File: src/rtl/countdown_counter_ctrl.sv
// Programmable up/down counter with run/pause/load control and an internal
// prescaler. The count output feeds the binary-to-BCD converter of the
// two-digit seven-segment display path.
module countdown_counter_ctrl #(
  parameter int WIDTH      = 6,
  parameter int TICK_DIV   = 50_000_000,
  parameter int INIT_VALUE = 63,
  parameter int MAX_VALUE  = 63,
  parameter int WRAP       = 0
) (
  input  logic             clk,
  input  logic             rst,
  input  logic             start,
  input  logic             pause,
  input  logic             load,
  input  logic [WIDTH-1:0] load_value,
  input  logic             up_down,
  output logic [WIDTH-1:0] count,
  output logic             running,
  output logic             done
);

  localparam int PW = (TICK_DIV > 2) ? $clog2(TICK_DIV) : 1;
  localparam logic [WIDTH-1:0] MAX_V      = WIDTH'(MAX_VALUE);
  localparam logic [WIDTH-1:0] INIT_V     = WIDTH'(INIT_VALUE);
  localparam logic [PW-1:0]    PRESC_LAST = PW'(TICK_DIV - 1);

  typedef enum logic [1:0] {
    ST_IDLE,
    ST_RUN,
    ST_PAUSE,
    ST_DONE
  } state_t;

  state_t           state;
  logic [PW-1:0]    presc;
  logic [WIDTH-1:0] reload;
  logic             start_q;
  logic             pause_q;
  logic             load_q;

  logic             start_edge;
  logic             pause_edge;
  logic             load_edge;
  logic [WIDTH-1:0] load_clamped;
  logic [WIDTH-1:0] step_value;
  logic [WIDTH-1:0] wrap_value;
  logic             at_terminal;
  logic             step_terminal;
  logic             tick;

  // Edge detection, load clamping and next-step arithmetic for the current direction
  always_comb begin
    start_edge    = start & ~start_q;
    pause_edge    = pause & ~pause_q;
    load_edge     = load & ~load_q;
    load_clamped  = (load_value > MAX_V) ? MAX_V : load_value;
    step_value    = up_down ? (count + WIDTH'(1)) : (count - WIDTH'(1));
    wrap_value    = up_down ? '0 : MAX_V;
    at_terminal   = up_down ? (count == MAX_V) : (count == '0);
    step_terminal = up_down ? (step_value == MAX_V) : (step_value == '0);
    tick          = (presc == PRESC_LAST);
  end

  // Control FSM: load beats pause beats start; otherwise RUN advances the prescaler and steps
  always_ff @(posedge clk) begin
    if (rst) begin
      state   <= ST_IDLE;
      count   <= INIT_V;
      reload  <= INIT_V;
      presc   <= '0;
      running <= 1'b0;
      done    <= 1'b0;
      start_q <= 1'b0;
      pause_q <= 1'b0;
      load_q  <= 1'b0;
    end else begin
      start_q <= start;
      pause_q <= pause;
      load_q  <= load;
      if (WRAP != 0) begin
        done <= 1'b0;
      end
      if (load_edge) begin
        count   <= load_clamped;
        reload  <= load_clamped;
        state   <= ST_IDLE;
        presc   <= '0;
        running <= 1'b0;
        done    <= 1'b0;
      end else if (pause_edge && (state == ST_RUN || state == ST_PAUSE)) begin
        state   <= (state == ST_RUN) ? ST_PAUSE : ST_RUN;
        running <= (state == ST_PAUSE);
      end else if (start_edge && state != ST_RUN) begin
        case (state)
          ST_DONE: begin
            count   <= reload;
            presc   <= '0;
            done    <= 1'b0;
            state   <= ST_RUN;
            running <= 1'b1;
          end
          ST_PAUSE: begin
            state   <= ST_RUN;
            running <= 1'b1;
          end
          default: begin
            presc <= '0;
            if (WRAP == 0 && at_terminal) begin
              state   <= ST_DONE;
              running <= 1'b0;
              done    <= 1'b1;
            end else begin
              state   <= ST_RUN;
              running <= 1'b1;
            end
          end
        endcase
      end else if (state == ST_RUN) begin
        if (tick) begin
          presc <= '0;
          if (at_terminal) begin
            done <= 1'b1;
            if (WRAP != 0) begin
              count <= wrap_value;
            end else begin
              state   <= ST_DONE;
              running <= 1'b0;
            end
          end else begin
            count <= step_value;
            if (WRAP == 0 && step_terminal) begin
              state   <= ST_DONE;
              running <= 1'b0;
              done    <= 1'b1;
            end
          end
        end else begin
          presc <= presc + PW'(1);
        end
      end else if (state == ST_IDLE || state == ST_DONE) begin
        presc <= '0;
      end
    end
  end

endmodule

File: config.mk
export PLATFORM = sky130hd
export DESIGN_NAME = countdown_counter_ctrl
export DESIGN_NICKNAME = d
export VERILOG_FILES = /design/src/rtl/countdown_counter_ctrl.sv
export SDC_FILE = /design/constraint.sdc
export NUM_CORES = 1
export LEC_CHECK = 0
export BUFFER_PORTS_ARGS = -buffer_cell sky130_fd_sc_hd__clkbuf_2
export CAP_MARGIN = 5
export CORE_MARGIN = 10
export CORE_UTILIZATION = 50
export CTS_CLUSTER_DIAMETER = 60
export CTS_CLUSTER_SIZE = 8
export DETAILED_ROUTE_END_ITERATION = 16
export GPL_TIMING_DRIVEN = 0
export HOLD_SLACK_MARGIN = 0.05
export PLACE_DENSITY = 0.71
export SETUP_SLACK_MARGIN = 0.3
export SYNTH_ARGS = -nofsm -noshare
export SYNTH_HDL_FRONTEND = slang
export SYNTH_SLANG_ARGS = --single-unit
File: constraint.sdc
create_clock -name clk -period 2.3 [get_ports clk]
set_input_delay 0 -clock clk [delete_from_list [all_inputs] [get_ports clk]]
set_output_delay 0 -clock clk [all_outputs]
set_load 0.02 [all_outputs]
# Word-level counts from Yosys, hierarchy flattened
# Cells that the tools add are included.
# classes
n_mux	40
shift	0
n_mul	0
eq_ne	12
div_mod_pow	0
n_bitwise	7
add_sub_neg	3
n_reduce_logical	22
magnitude_cmp	1
# op_table
cell	n
$mux W26	5
$mux W6	9
$add A26 B1 Y26 const B	1
$eq A26 B26 Y1 const B	1
$mux W2	9
$reduce_bool A3 Y1	6
$mux W1	16
$eq A6 B6 Y1 const B	2
$logic_not A6 Y1	2
$ne A3 B2 Y1 const B	3
$add A6 B1 Y6 const B	1
$gt A6 B6 Y1 const B	1
$reduce_and A3 Y1	2
$reduce_and A6 Y1	1
$sub A6 B1 Y6 const B	1
$reduce_and A5 Y1	1
$eq A2 B2 Y1 const B	2
$ne A2 B2 Y1 const B	2
$not A1 Y1	4
$reduce_bool A2 Y1	2
$reduce_bool A4 Y1	1
$reduce_or A2 Y1	2
$and A1 B1 Y1	3
$eq A2 B1 Y1 const B	1
5 further kinds	7
# word_totals
memories	0
register_bits	45
word_cells	94
latchBits	0
out_inout_bits	8
mem_bits_ro	0
input_bits	12
mem_bits_rw	0

# Logic depth before layout (Yosys ltp)
# Gate-level depths: netlist (run 1).
# logic_depth
ltp_word	10
ltp_mapped	10
ltp_nobuf	9

# Least setup slack after synthesis (run 1)
# Ideal clock, no wire load.
# synth_path
kind	register -> register
startpoint	reg count[1]
endpoint	reg state[0]
setup_ns	0.123
slack_ns	-0.145
n_path_buf	0
t_arrival_ns	2.322
required_time_ns	2.177
stages_incl_launch_ff	9
synth_period_minus_slack_ns	2.445
path_cell_list	dfxtp_1 > ha_1 > a211oi_2 > nor2_1 > a31o_1 > or2_1 > o311ai_2 > a21boi_1 > mux2_1
# synth_between
elab_chain_len	7
elab_cells_between_ends	16
cone_classes	add/sub: 2; eq/ne: 2; mux: 8; reduce/logical: 4
# synth_rtl
element	line	source
start, declared	18	output logic [WIDTH-1:0] count,
start signal, assigned	85	count <= load_clamped;
start signal, assigned	97	count <= reload;
start signal, assigned	125	count <= wrap_value;
branches (longest 7 deep; another with $sub A6 B1 Y6)	--	
end signal, assigned	92	state <= (state == ST_RUN) ? ST_PAUSE : ST_RUN;
end, declared	35	state_t state;
# Parallel ways; which one is timed is not known. The select of a mux whose other input is x is not followed.
# A chain may end at the register's enable or synchronous reset.

# Worst setup path in the final report (run 1)
# layout_path
startpoint	reg count[0]
endpoint	reg done
# layout_between
elab_chain_len	6
elab_cells_between_ends	16
cone_classes	add/sub: 2; eq/ne: 3; mux: 7; reduce/logical: 4
# layout_rtl
element	line	source
$sub A6 B1 Y6, or another cell as far along	58	step_value = up_down ? (count + WIDTH'(1)) : (count - WIDTH'(1));
$mux W6 or $mux W1 (tied branches)	58, 60	
$eq A6 B6 Y1, or another cell as far along	61	step_terminal = up_down ? (step_value == MAX_V) : (step_value == '0);
$mux W1 (on tied branches)	61, 120	
$reduce_bool A3 Y1 (no line) or $mux W1 (tied branches)	--	
$reduce_and A6 Y1 (no line) or $mux W1 (tied branches)	--	
end signal, assigned	73	done <= 1'b0;
end signal, assigned	82	done <= 1'b0;
end signal, assigned	90	done <= 1'b0;
end, declared	20	output logic done
# Parallel ways exist; a longest one is shown, timed or not. The select of a mux whose other input is x is not followed.

==> flow_summary.toml, run 1 <==
[flow_run]
drv_cap = 0

[synthesis]
synth.distinct_cells = 52
synth_nets = 312
syn-cell-area_um2 = 2440
synth_seq_area_share_pct = 37.0
synth-edff-count = 0
synth_seq_cells = 45
async_flop_share_pct = 0
yosysWarnings = 0
synthCells = 289
syn_avg_cell_area_um2 = 8.43
synth-main-ff-cell = "dfxtp_1"

[grt]
grt_max_degree = 16
overflow = 0
grt_pass1_wl_um = 10100
groute.usage.overall_pct = 14.6
antenna_found_initial = 1
grt_pass1_vias = 2131

[clock_network]
cts-root-buf = "clkbuf_8"
clkLatencyLatePin_ns = 0.30
clk_path_buf_depth = 2
htreeDepth = 2
cts.reportedPaths.clkPinSlew_ns = 0.09
cts_tree = "built"
numCtsBuffers = 5
cts_sinks = 45

[cells_and_area]
layout.nets = 382
final_common_cell = "nor2_1"
layout_common_cells = "nor2_1 (41), nand2_1 (28), dfxtp_1 (27), buf_4 (26), clkbuf_2 (20)"
final_util_pct = 72.8
syn_to_final_growth_pct = 41.2
final_layout_size_suffix_gt1_share_pct = 36.9

[sta]
clock_skew_ns = 0.00705
drv_slew = 0
relSlewSlack_pct = 69.8
fin_crit_sh_pct = 102
setup_viol = 4
setup_slack_ns = -0.0464
finalSetupTns_ns = -0.136
hold_viol_final = 0
rsz0062_at_grt = "true"
max_freq_ghz = 0.426
tightest_slew_ns = 0.451
fin_hold_ws_ns = 0.0966
post-route-min-period_ns = 2.35

[placed_design]
dpl.hpwl_um = 3910
port_buffers = 19
globalplace.congestion = 0.796
dp_slack_ns = -0.217

[worst_setup_path]
criticalPathCategory = "flop to flop"
r2r-end = "done"
required_ns = 2.51
crit_arrival_ns = 2.56
worstPathCellList = "fa_2, a21o_1, a21oi_4, xor2_2, nand4_1, o311ai_4, buf_4, a31oi_1, a311oi_1"
r2r-start = "count[0]"
reg2reg_depth = 9
slowest_stage = "dfxtp_4"
crit_path_end = "done"
worst-path-max-fanout = 2
critPathLaunchType = "flop"
max_stage_delay_ns = 0.37
end_kind = "flop"
startpoint = "count[0]"
regToRegSetupSlack_ns = -0.05

[pwr]
p_switching_mw = 0.542
power_mw = 1.77
clock_power_share_pct = 28.5
swShare_pct = 30.6
p_leak_nw = 1.35
power.internal_mw = 1.23
power_frac_seq_pct = 46.7
combPwrFrac_pct = 24.8
power_per_cell_area_nw_per_um2 = 515
peakVddDrop_mv = 0.583

[detailed_routing]
wirelength_um = 6490
drt_first_pass_iters = 4
wl_per_cell_um = 15.2
drc_errors = 0
vias = 2315
via_per_inst = 5.41
ant_nets = 0
drt_iter0_drc = 148

[outcome]
failed_checks = "setup timing"
status = "complete, but fails checks"

[floorplanning]
io_pins = 20
die_h_um = 89.8
die-width_um = 89.8
initial_core_util_pct = 51.6
die_area_um2 = 8060
num_rows = 25
coreArea_um2 = 4720

[worst_hold_path]
hp-class = "primary input to flop"
[layout make-up]
type,instances,area [um2]
diodes,1,2.50
plain buffers,7,42.5
clock buffers,5,68.8
clock inverters,3,20.0
fillers,333,1280
inverters,10,42.5
multi-input cells,227,1760
flip-flops and latches,45,933
well taps,67,83.8
repair buffers,63,489
[stage by stage]
step,instance area [um2],instances
floorplan,2520,289
global placement,2700,375
detailed placement,2700,375
CTS,3240,419
global route,3440,428
finish,3440,428
[flip-flops by register name, summed over array words and instances (netlist names)]
signal	count
presc	26
pause_q	1
start_q	1
state	2
reload	6
done	1
running	1
count	6
load_q	1
[logic make-up after synthesis]
logic type                 count (synthesis)  share of synthesized area, %
AOI/OAI and AO/OA                         45                          13.2
xor gates and xnor gates                  29                          10.4
adders and majority gates                 11                          5.96
buffers and inverters                     17                          2.77
DFF                                       45                          37.0
muxes                                      6                          2.62
and+or+nand+nor                          136                          28.0
[critical path, delay by kind of cell, from the launching register on]
kind,cells,cell delay [ns]
AO/OA/AOI/OAI,5,1.01
flip-flops,1,0.37
adder cells (fa/ha/maj),1,0.36
XOR/XNOR,1,0.19
buffers and inverters,1,0.18
AND/OR/NAND/NOR,1,0.16
[synth_stat cells (5+ instances only)]
cell type	count	area [um2]
ha_1	10	125
o21ai_1	5	25.0
nand3_1	18	90.1
nor3_1	8	40.0
dfxtp_1	45	901
nand2_1	30	113
and3_1	8	50.1
xor2_1	18	158
inv_1	10	37.5
nor2_1	44	165
xnor2_1	11	96.3
clkbuf_1	6	22.5
a21oi_1	11	55.1
[routing by layer]
layer  global-route usage, %  up-vias  part of all wire [%]
li1                        -     1160                     -
met1                    18.3     1083                    44
met2                    24.6       59                    49
met3                    2.41       13                   4.9
met4                    4.85        0                   1.9
met5                       0        -                     0
[power by group through the flow]
stage / Sequential, mW / Combinational (mW) / Clock, mW
2_1_floorplan: 0.854 / 0.194 / 0
3_3_place_gp: 0.847 / 0.271 / 0
6_report: 0.827 / 0.440 / 0.505
4_1_cts: 0.826 / 0.374 / 0.513
5_1_grt: 0.830 / 0.477 / 0.545
3_5_place_dp: 0.848 / 0.276 / 0
[repair_timing]
action | 4_1_cts | 5_1_grt
gates resized for setup | 42 | 37
pin swaps | 29 | 27
endpoints found under the hold margin | 14 | 0
hold buffers | 9 | 0
setup buffers | 27 | 8
setup endpoints to repair | 32 | 34
cloned | 0 | 0
[worst min path at each step]
| stage | start | end | slack [ns] | depth (start not counted) |
|---|---|---|---|---|
| CTS | rst | presc[1] | 0.13 | 4 |
| detailed placement | load_value[4] | reload[4] | 0.23 | 3 |
| global placement | load_value[0] | reload[0] | 0.23 | 3 |
| floorplan | load | load_q | 0.13 | 1 |
| finish | rst | count[2] | 0.1 | 3 |
| global route | rst | count[2] | 0.15 | 3 |
(Power assumes the default switching activity.)
==> inputs of run 2 (changes only) <==
CTS_BUF_LIST = sky130_fd_sc_hd__clkbuf_2 sky130_fd_sc_hd__clkbuf_4 sky130_fd_sc_hd__clkbuf_8   (was default)
RECOVER_POWER = 100   (was default)
==> flow_summary.toml, run 2 (synthesis gave the netlist of run 1 again) <==
[outcome]
status = "complete, but fails checks"
failed_checks = "setup timing"

[cells_and_area]
largest_register_ffs = 26
layout_common_cells = "nor2_1 (41), nand2_1 (29), dfxtp_1 (27), buf_4 (25), xor2_1 (17)"
final_layout_size_suffix_gt1_share_pct = 33.1
final_util_pct = 71.4
final_common_cell = "nor2_1"
fill_cells = 346
layout.nets = 382
syn_to_final_growth_pct = 38.5
regMostFlops = "presc"
biggestRegsByFlops = "presc: 26 flops, count: 6 flops, reload: 6 flops"
seq_area_um2 = 933
multi_input_area_um2 = 1710

[floorplanning]
die-width_um = 89.8
die_area_um2 = 8060
die_h_um = 89.8
initial_core_util_pct = 51.6
coreArea_um2 = 4720
io_pins = 20
num_rows = 25

[sta]
setup_slack_ns = -0.0359
fin_hold_ws_ns = 0.0961
drv_slew = 0
hold_viol_final = 0
tightest_slew_ns = 0.451
clock_skew_ns = 0.00696
post-route-min-period_ns = 2.34
setup_viol = 4
relSlewSlack_pct = 69.7
max_freq_ghz = 0.428
finalSetupTns_ns = -0.102
fin_crit_sh_pct = 102
rsz0062_at_grt = "true"

[clock_network]
clk_path_buf_depth = 2
cts-root-buf = "clkbuf_8"
cts.reportedPaths.clkPinSlew_ns = 0.09
cts_sinks = 45
clkLatencyLatePin_ns = 0.30
numCtsBuffers = 5
cts_tree = "built"
htreeDepth = 2

[pwr]
peakVddDrop_mv = 0.573
p_leak_nw = 1.31
power_per_cell_area_nw_per_um2 = 520
power_mw = 1.76

[detailed_routing]
vias = 2308
via_per_inst = 5.39
ant_nets = 0
drc_errors = 0
wirelength_um = 6540
wl_per_cell_um = 15.3
drt_first_pass_iters = 4
drt_iter0_drc = 137

[worst_setup_path]
critPathLaunchType = "flop"
regToRegSetupSlack_ns = -0.04
startpoint = "count[2]"
worst-path-max-fanout = 5
criticalPathCategory = "flop to flop"
end_kind = "flop"
r2r-start = "count[2]"
required_ns = 2.50
crit_arrival_ns = 2.54

[grt]
grt_max_degree = 16
overflow = 0
antenna_found_initial = 1
grt_pass1_wl_um = 10100
groute.usage.overall_pct = 14.6
grt_pass1_vias = 2131

[worst_hold_path]
hp-class = "primary input to flop"
min_from = "rst"

[flow_run]
drv_cap = 0

[placed_design]
globalplace.congestion = 0.796
port_buffers = 19
dpl.hpwl_um = 3910
run 2: path summary, 6_finish.rpt:
path	endpoint	cells past startpoint
hold / removal	count[2]	3
setup / recovery	state[1]	9
setup reg to reg	state[1]	9
hold reg to reg	reload[0]	2
run 2: per-stage QoR:
stage / cell area (um2) / cells / setup WS (ns)
3_5_place_dp: 2700 / 375 / -0.217
3_3_place_gp: 2700 / 375 / -0.163
5_1_grt: 3370 / 428 / -0.128
2_1_floorplan: 2520 / 289 / 0.0911
6_report: 3370 / 428 / -0.0359
4_1_cts: 3240 / 419 / -0.0205
run 2: report_power, final:
part / leakage [nW] / switching (mW) / internal [mW] / total, mW
registers: 0.373 / 0.0242 / 0.803 / 0.828
logic: 0.885 / 0.224 / 0.202 / 0.427
clock network: 0.0489 / 0.285 / 0.217 / 0.502
run 2: layout make-up:
type                       instances  area share, %
sequential                        45           27.7
buffer                             7           1.26
tap                               67           2.48
clock buffer                       5           2.04
inverter                          10           1.26
antenna                            1         0.0742
multi-input combinational        227           50.6
timing repair buffer              63           14.0
clock inverter                     3          0.593
run 2: layer usage:
layer  up-vias  share of wire, %  global-route usage (%)
met5         -                 0                       0
met4         0               1.8                    4.85
met3        11               4.6                    2.41
met2        59                49                    24.6
met1      1083                44                    18.3
li1       1155                 -                       -
run 2: repair_timing:
| item | in CTS | in global routing |
|---|---|---|
| buffers inserted | 27 | 8 |
| hold endpoints to repair | 14 | 0 |
| pin swaps | 29 | 27 |
| hold buffers | 9 | 0 |
| gates cloned | 0 | 0 |
| setup endpoints to repair | 32 | 34 |
| gates resized for setup | 42 | 37 |
run 2: critical path: stages, from the launching register on:
cell	delay (ns)
dfxtp_2	0.36
ha_1	0.34
a21o_1	0.23
a21oi_4	0.17
xor2_2	0.19
nand4_1	0.16
o311ai_4	0.33
buf_4	0.18
o21ai_2	0.06
a221oi_2	0.23
